`config.mk`:
```
export PLATFORM = sky130hd
export DESIGN_NAME = dut_chk_fifo
export DESIGN_NICKNAME = d
export VERILOG_FILES = /design/src/rtl/dut_chk_pkg.sv /design/src/rtl/dut_chk_fifo.sv
export SDC_FILE = /design/constraint.sdc
export NUM_CORES = 1
export LEC_CHECK = 0
export ABC_AREA = 1
export CORE_ASPECT_RATIO = 1.25
export CORE_MARGIN = 5
export CORE_UTILIZATION = 60
export DETAILED_ROUTE_END_ITERATION = 8
export GPL_TIMING_DRIVEN = 0
export PLACE_DENSITY = 0.79
export SETUP_SLACK_MARGIN = 0.3
export SYNTH_ARGS = -nofsm -noshare
export SYNTH_HDL_FRONTEND = slang
export SYNTH_SLANG_ARGS = --single-unit
```
`constraint.sdc`:
```
create_clock -name clk -period 3.6 [get_ports clk]
set_input_delay 0.72 -clock clk [delete_from_list [all_inputs] [get_ports clk]]
set_output_delay 0.72 -clock clk [all_outputs]
set_load 0.1 [all_outputs]
```
`src/rtl/dut_chk_pkg.sv`:
```
// Shared types for the stream checker: error codes, FIFO entry layout, saturating increment.
package dut_chk_pkg;

  localparam int unsigned CHK_DATA_W = 8;
  localparam int unsigned CHK_TS_W   = 8;

  typedef enum logic [2:0] {
    ERR_NONE,
    ERR_MISMATCH,
    ERR_TIMING,
    ERR_UNDER,
    ERR_OVER
  } err_e;

  // One expected byte plus the timestamp of the cycle it was accepted
  typedef struct packed {
    logic [CHK_DATA_W-1:0] data;
    logic [CHK_TS_W-1:0]   ts;
  } exp_entry_t;

  // Increment that sticks at max_val instead of wrapping
  function automatic logic [31:0] sat_inc(input logic [31:0] val, input logic [31:0] max_val);
    return (val >= max_val) ? val : val + 32'd1;
  endfunction

endpackage

```
`src/rtl/dut_chk_fifo.sv`:
```
// Synchronous FIFO of expected entries; accepts push+pop in the same cycle even when full.
module dut_chk_fifo
  import dut_chk_pkg::*;
#(
  parameter int unsigned DEPTH = 16
) (
  input  logic                       clk,
  input  logic                       rst,
  input  logic                       push_i,
  input  logic                       pop_i,
  input  exp_entry_t                 entry_i,
  output exp_entry_t                 head_o,
  output logic                       full_o,
  output logic                       empty_o,
  output logic [$clog2(DEPTH):0]     level_o
);

  localparam int unsigned AW = $clog2(DEPTH);

  logic [AW:0] wr_q, wr_d;
  logic [AW:0] rd_q, rd_d;
  logic        do_push_c;
  logic        do_pop_c;
  exp_entry_t  mem_q [DEPTH];

  // Pointer next-state; a pop frees the slot a same-cycle push needs when full
  always_comb begin
    empty_o   = (wr_q == rd_q);
    full_o    = (wr_q[AW] != rd_q[AW]) && (wr_q[AW-1:0] == rd_q[AW-1:0]);
    do_pop_c  = pop_i && !empty_o;
    do_push_c = push_i && (!full_o || do_pop_c);
    wr_d      = do_push_c ? wr_q + (AW+1)'(1) : wr_q;
    rd_d      = do_pop_c  ? rd_q + (AW+1)'(1) : rd_q;
    level_o   = wr_q - rd_q;
    head_o    = mem_q[rd_q[AW-1:0]];
  end

  // Pointer registers
  always_ff @(posedge clk) begin
    if (rst) begin
      wr_q <= '0;
      rd_q <= '0;
    end else begin
      wr_q <= wr_d;
      rd_q <= rd_d;
    end
  end

  // Storage array, no reset needed: contents are only read behind valid pointers
  always_ff @(posedge clk) begin
    if (do_push_c) mem_q[wr_q[AW-1:0]] <= entry_i;
  end

endmodule

```
* Yosys cells after proc, flatten, opt, wreduce, memory -nomap -nowiden
Memory sizes are Yosys's and may differ from the RTL's. A register that Yosys moved wholly into a read port is not among the register bits.
Cells that the tools add are included.
** Storage, ports and cells
- Word-level logic and storage cells :: 19
- ROM bits :: 0
- RAM bits :: 256
- Input port bits :: 20
- Memories kept :: 1
- Latch bits :: 0
- Output and inout bits :: 23
- Register bits after elaboration :: 10
** Cells by class
- Div/mod/pow operators :: 0
- Muxes and demuxes :: 4
- Equal/unequal tests :: 3
- $mul :: 0
- Reduce and logical (&&, ||, !) cells :: 6
- Shift-type cells :: 0
- Bitwise gates (word level) :: 0
- Add/subtract/negate cells :: 3
- $lt $le $gt $ge :: 0
** Memories
- mem_q :: words 16, width 16, rd ports 1, clocked after memory_dff 1, wr ports 1, line dut_chk_fifo.sv:24 : exp_entry_t mem_q [DEPTH];
** Operators by type and width (count)
- adder 5 x 1 -> 5 bit (second input constant) :: 2
- two-way mux 4 bit :: 2
- == test 5 bit :: 1
- subtractor 5 bit :: 1
- == test 4 bit :: 1
- logical AND 1 bit :: 3
- zero test 1 bit :: 2
- two-way mux 1 bit :: 2
- logical OR 1 bit :: 1
- != test 1 bit :: 1

* Depth between registers and ports, before layout
- Depth in word-level cells :: 7
- Depth in mapped cells :: 11
- Depth with buffers taken out :: 10

* Worst setup path after synthesis
OpenSTA, ideal clock, no wires.
- Path kind :: reg2out
- From :: reg rd_q[2]
- To :: out full_o
- Data required time :: 2880 ps
- Cell stages (with the launch flop) :: 6
- Arrival :: 3090 ps
- Setup slack :: -210 ps
- Cells stage by stage :: dfxtp_1 > clkbuf_1 > inv_1 > ha_1 > nand2_2 > nor3_1
** On the way
- Cells in the longest elaborated chain, start to end :: 2
** Ends and longest elaborated chain
- start, declared :: line dut_chk_fifo.sv:21 : logic [AW:0] rd_q, rd_d;
- start signal, assigned :: line dut_chk_fifo.sv:45 : rd_q <= rd_d;
- == test 4 bit :: line dut_chk_fifo.sv:29 : full_o = (wr_q[AW] != rd_q[AW]) && (wr_q[AW-1:0] == rd_q[AW-1:0]);
- logical AND 1 bit :: line dut_chk_fifo.sv:29
- end, declared :: line dut_chk_fifo.sv:13 : output logic full_o,
No other way between the ends.

==> metrics.md <==
| Metric | Value |
|---|---|
| Status | finished clean |
| Adder-cell area share of the yosys netlist | 1.16% |
| Peak fanout along the critical path | 10 |
| Critical path data arrival time | 2570 ps |
| Max Slew Vio Count | 0 |
| Slew margin rel. | 30.5% |
| Worst-Skew Late Latency | 520 ps |
| Synth Area in Compound Gates | 3.78% |
| Die ar. | 0.0220 sq mm |
| Cells after synthesis | 1,029 |
| Clock root cell | clkbuf_16 |
| Pwr dens | 598 mW/mm^2 |
| Core area | 0.0188 sq mm |
| Mapped Area | 0.0115 sq mm |
| Layout net count | 1,137 |
| DIE HEIGHT | 164 microns |
| TritonCTS buffer count | 25 |
| Slew @ Worst Pin | 1040 ps |
| Clk_skew | 16.5 ps |
| Clock tree buffer depth | 3 |
| Post-synthesis cell type count | 27 |
| Startpoint types | flip-flop |
| Ports | 43 |
| GRT Util Overall | 28.4% |
| R2r endpoint | mem_q[3][5] |
| Post-synthesis mux area share | 0% |
| Post-placement cell count | 1,312 |
| Reg clk slew, reported paths | 60 ps |
| Largest net degree at the start of global routing | 17 |
| DRT Wirelength | 30,500 microns |
| RSZ-0062 raised after global routing | yes |
| CTS tree | built |
| CP peak stage delay | 450 ps |
| Hold depth | 2 |
| Main combinational cell family by area after synthesis | simple AND/OR/NAND/NOR gates |
| Most frequent cells in the layout | nand2_1, edfxtp_1, nand3_1 |
| Synth Area in XOR/XNOR | 0.382% |
| Drc violations | 0 |
| First-pass GRT wire length | 45,900 microns |
| Critical-path top delay cell | buf_2 |
| Die Wd | 134 microns |
| FP Rows | 56 |
| Clk sink count | 270 |
| Routed len/inst | 22.5 microns |
| Vias in the first global route | 8,033 |
| Synth Area in Simple Gates | 19.6% |
| WP data required | 2880 ps |
| Hold Path Sink | wr_q[4] |
| Max Cap Violations | 0 |
| I/O Buffers | 42 |
| Worst vdd ir | 666 uV |
| RePlAce Congestion | 0.950 |
| Initial core utilization | 61.0% |
| Final Core Density | 69.1% |
| Crit path kind | reg -> out |
| Final TNS setup | 0 ps |
| Post CTS Setup Buffer Count | 0 |
| R2r setup slk | 730 ps |
| H-tree depth | 1 |
| Worst-path cell chain | buf_4 > buf_2 > o211ai_1 > nand3_1 > nand3_1 > nand2_1 > buf_2 |
| DRT iter0 DRCs | 1,159 |
| Worst Reg2Reg Path Length in Cells | 10 |
| Most common cell after layout, fill and taps aside | nand2_1 |
| Via Count | 8,017 |
| Total grt overflow | 0 |
| Share of cells above drive strength 1 | 12.5% |
| Yosys warns | 0 |
| Post-DP HPWL | 20,300 microns |
| Antenna cells | 0 |
| R2r startpoint | rd_q[2] |
| Setup violators final | 0 |
| Fin cells | 1,356 |
| Final hold vios | 0 |
| Area Overhead vs Synth | 13.3% |
| Post-route ant nets | 0 |
| Vias per cell | 5.91 |
| Hold Crit Class | reg -> reg |
| Antenna violations before repair | 0 |
| Synth Register Bits | 270 |
| Seq/Total Area, Yosys | 69.6% |
| P_leak | 4.99 nW |
| First drt pass iteration count | 6 |
| Clock period minus worst slack | 3290 ps |
| Mapped Nets | 1,059 |
| Hold path startpoint | wr_q[4] |
| Avg Cell Area, Syn | 11.1 sq um |
| Worst Setup End Kind | output pin |
| Final period util | 91.3% |
| Fmax | 0.304 GHz |
## worst max-delay path by stage
| stage | startpoint | end | slack, ps | cells after the start |
|---|---|---|---|---|
| after global routing | flip-flop | head_o[13] | 260 | 7 |
| after floorplan | rd_q[2] | level_o[3] | 350 | 6 |
| after global placement | flip-flop | head_o[13] | 110 | 6 |
| after CTS | flip-flop | head_o[13] | 200 | 7 |
| final | flip-flop | head_o[13] | 310 | 7 |
| after detailed placement | flip-flop | head_o[13] | 80 | 6 |
## report_power, final
part | switching (mW) | internal (mW) | leakage, nW
Combinational | 1.45 | 0.427 | 2.21
Sequential | 0.0226 | 3.48 | 2.43
Clock | 1.08 | 1.31 | 0.350
Total | 2.55 | 5.22 | 4.99
## final cells by class
| class | instances | area [sq um] |
|---|---|---|
| timing repair buffer | 51 | 460 |
| sequential | 270 | 7970 |
| clock inverter | 5 | 25.0 |
| buffer | 54 | 344 |
| inverter | 79 | 302 |
| multi-input combinational | 626 | 2900 |
| fill | 1368 | 5800 |
| clock buffer | 39 | 688 |
| tap | 232 | 290 |
## per-stage QoR
step / total power [mW] / hold slack [ps] / setup WS (ps) / area, sq um
finish: 7.77 / 523 / 314 / 13000
global route: 8.01 / 570 / 264 / 13000
CTS: 7.77 / 517 / 201 / 13000
detailed placement: 5.49 / 509 / 76.9 / 12300
global placement: 5.45 / 497 / 106 / 12200
floorplan: 4.90 / 471 / 353 / 11500
## cell families after synthesis
| group | after synthesis |
|---|---|
| buf+inv | 133 |
| simple gates | 538 |
| compound gates | 73 |
| xor+xnor | 5 |
| flops | 270 |
| fa+ha+maj | 10 |
## critical path: cells and delay by family (launching register included)
kind / cells / cell delay (ps)
compound gates: 1 / 240
flops: 1 / 420
buf+inv: 3 / 920
simple gates: 3 / 470
## Yosys cell counts
| master | number | area [sq um] |
|---|---|---|
| nand2_1 | 300 | 1130 |
| edfxtp_1 | 256 | 7690 |
| nand3_1 | 123 | 616 |
| nor2_1 | 99 | 372 |
| inv_1 | 75 | 282 |
| o211ai_1 | 27 | 203 |
| o21ai_1 | 27 | 135 |
| buf_2 | 21 | 105 |
| buf_4 | 15 | 113 |
| dfxtp_1 | 14 | 280 |
| o21ai_0 | 11 | 55.1 |
| ha_1 | 9 | 113 |
| a21oi_1 | 8 | 40.0 |
| clkbuf_1 | 8 | 30.0 |
| buf_6 | 7 | 78.8 |
| nand2_2 | 6 | 37.5 |
| xor2_1 | 5 | 43.8 |
| nand4_1 | 4 | 25.0 |
| buf_1 | 3 | 11.3 |
| inv_2 | 2 | 7.51 |
| inv_4 | 2 | 12.5 |
| nand2_4 | 2 | 22.5 |
| fa_1 | 1 | 20.0 |
| nand3_4 | 1 | 17.5 |
| nand3b_1 | 1 | 7.51 |
| nor2_4 | 1 | 11.3 |
| nor3_1 | 1 | 5.00 |
## sequential cells by signal (all words and copies together) (netlist names), named ones only
signal  count
mem_q     256
rd_q        5
wr_q        5
## routing by layer
metal | share of wire, % | GRT usage [%] | up-vias | routed length (microns)
li1 | - | - | 3645 | -
met1 | 34 | 34.8 | 3736 | 10400
met2 | 49 | 47.8 | 523 | 15100
met3 | 10 | 4.17 | 113 | 3050
met4 | 6.5 | 17.8 | 0 | 1990
met5 | 0 | 0 | - | 0
## repair_timing
action / CTS / global route
endpoints found under the setup margin: 23 / 13
hold endpoints to repair: 0 / 0
resized for setup: 86 / 29
hold buffers: 0 / 0
Power figures use the tool's default switching activity.
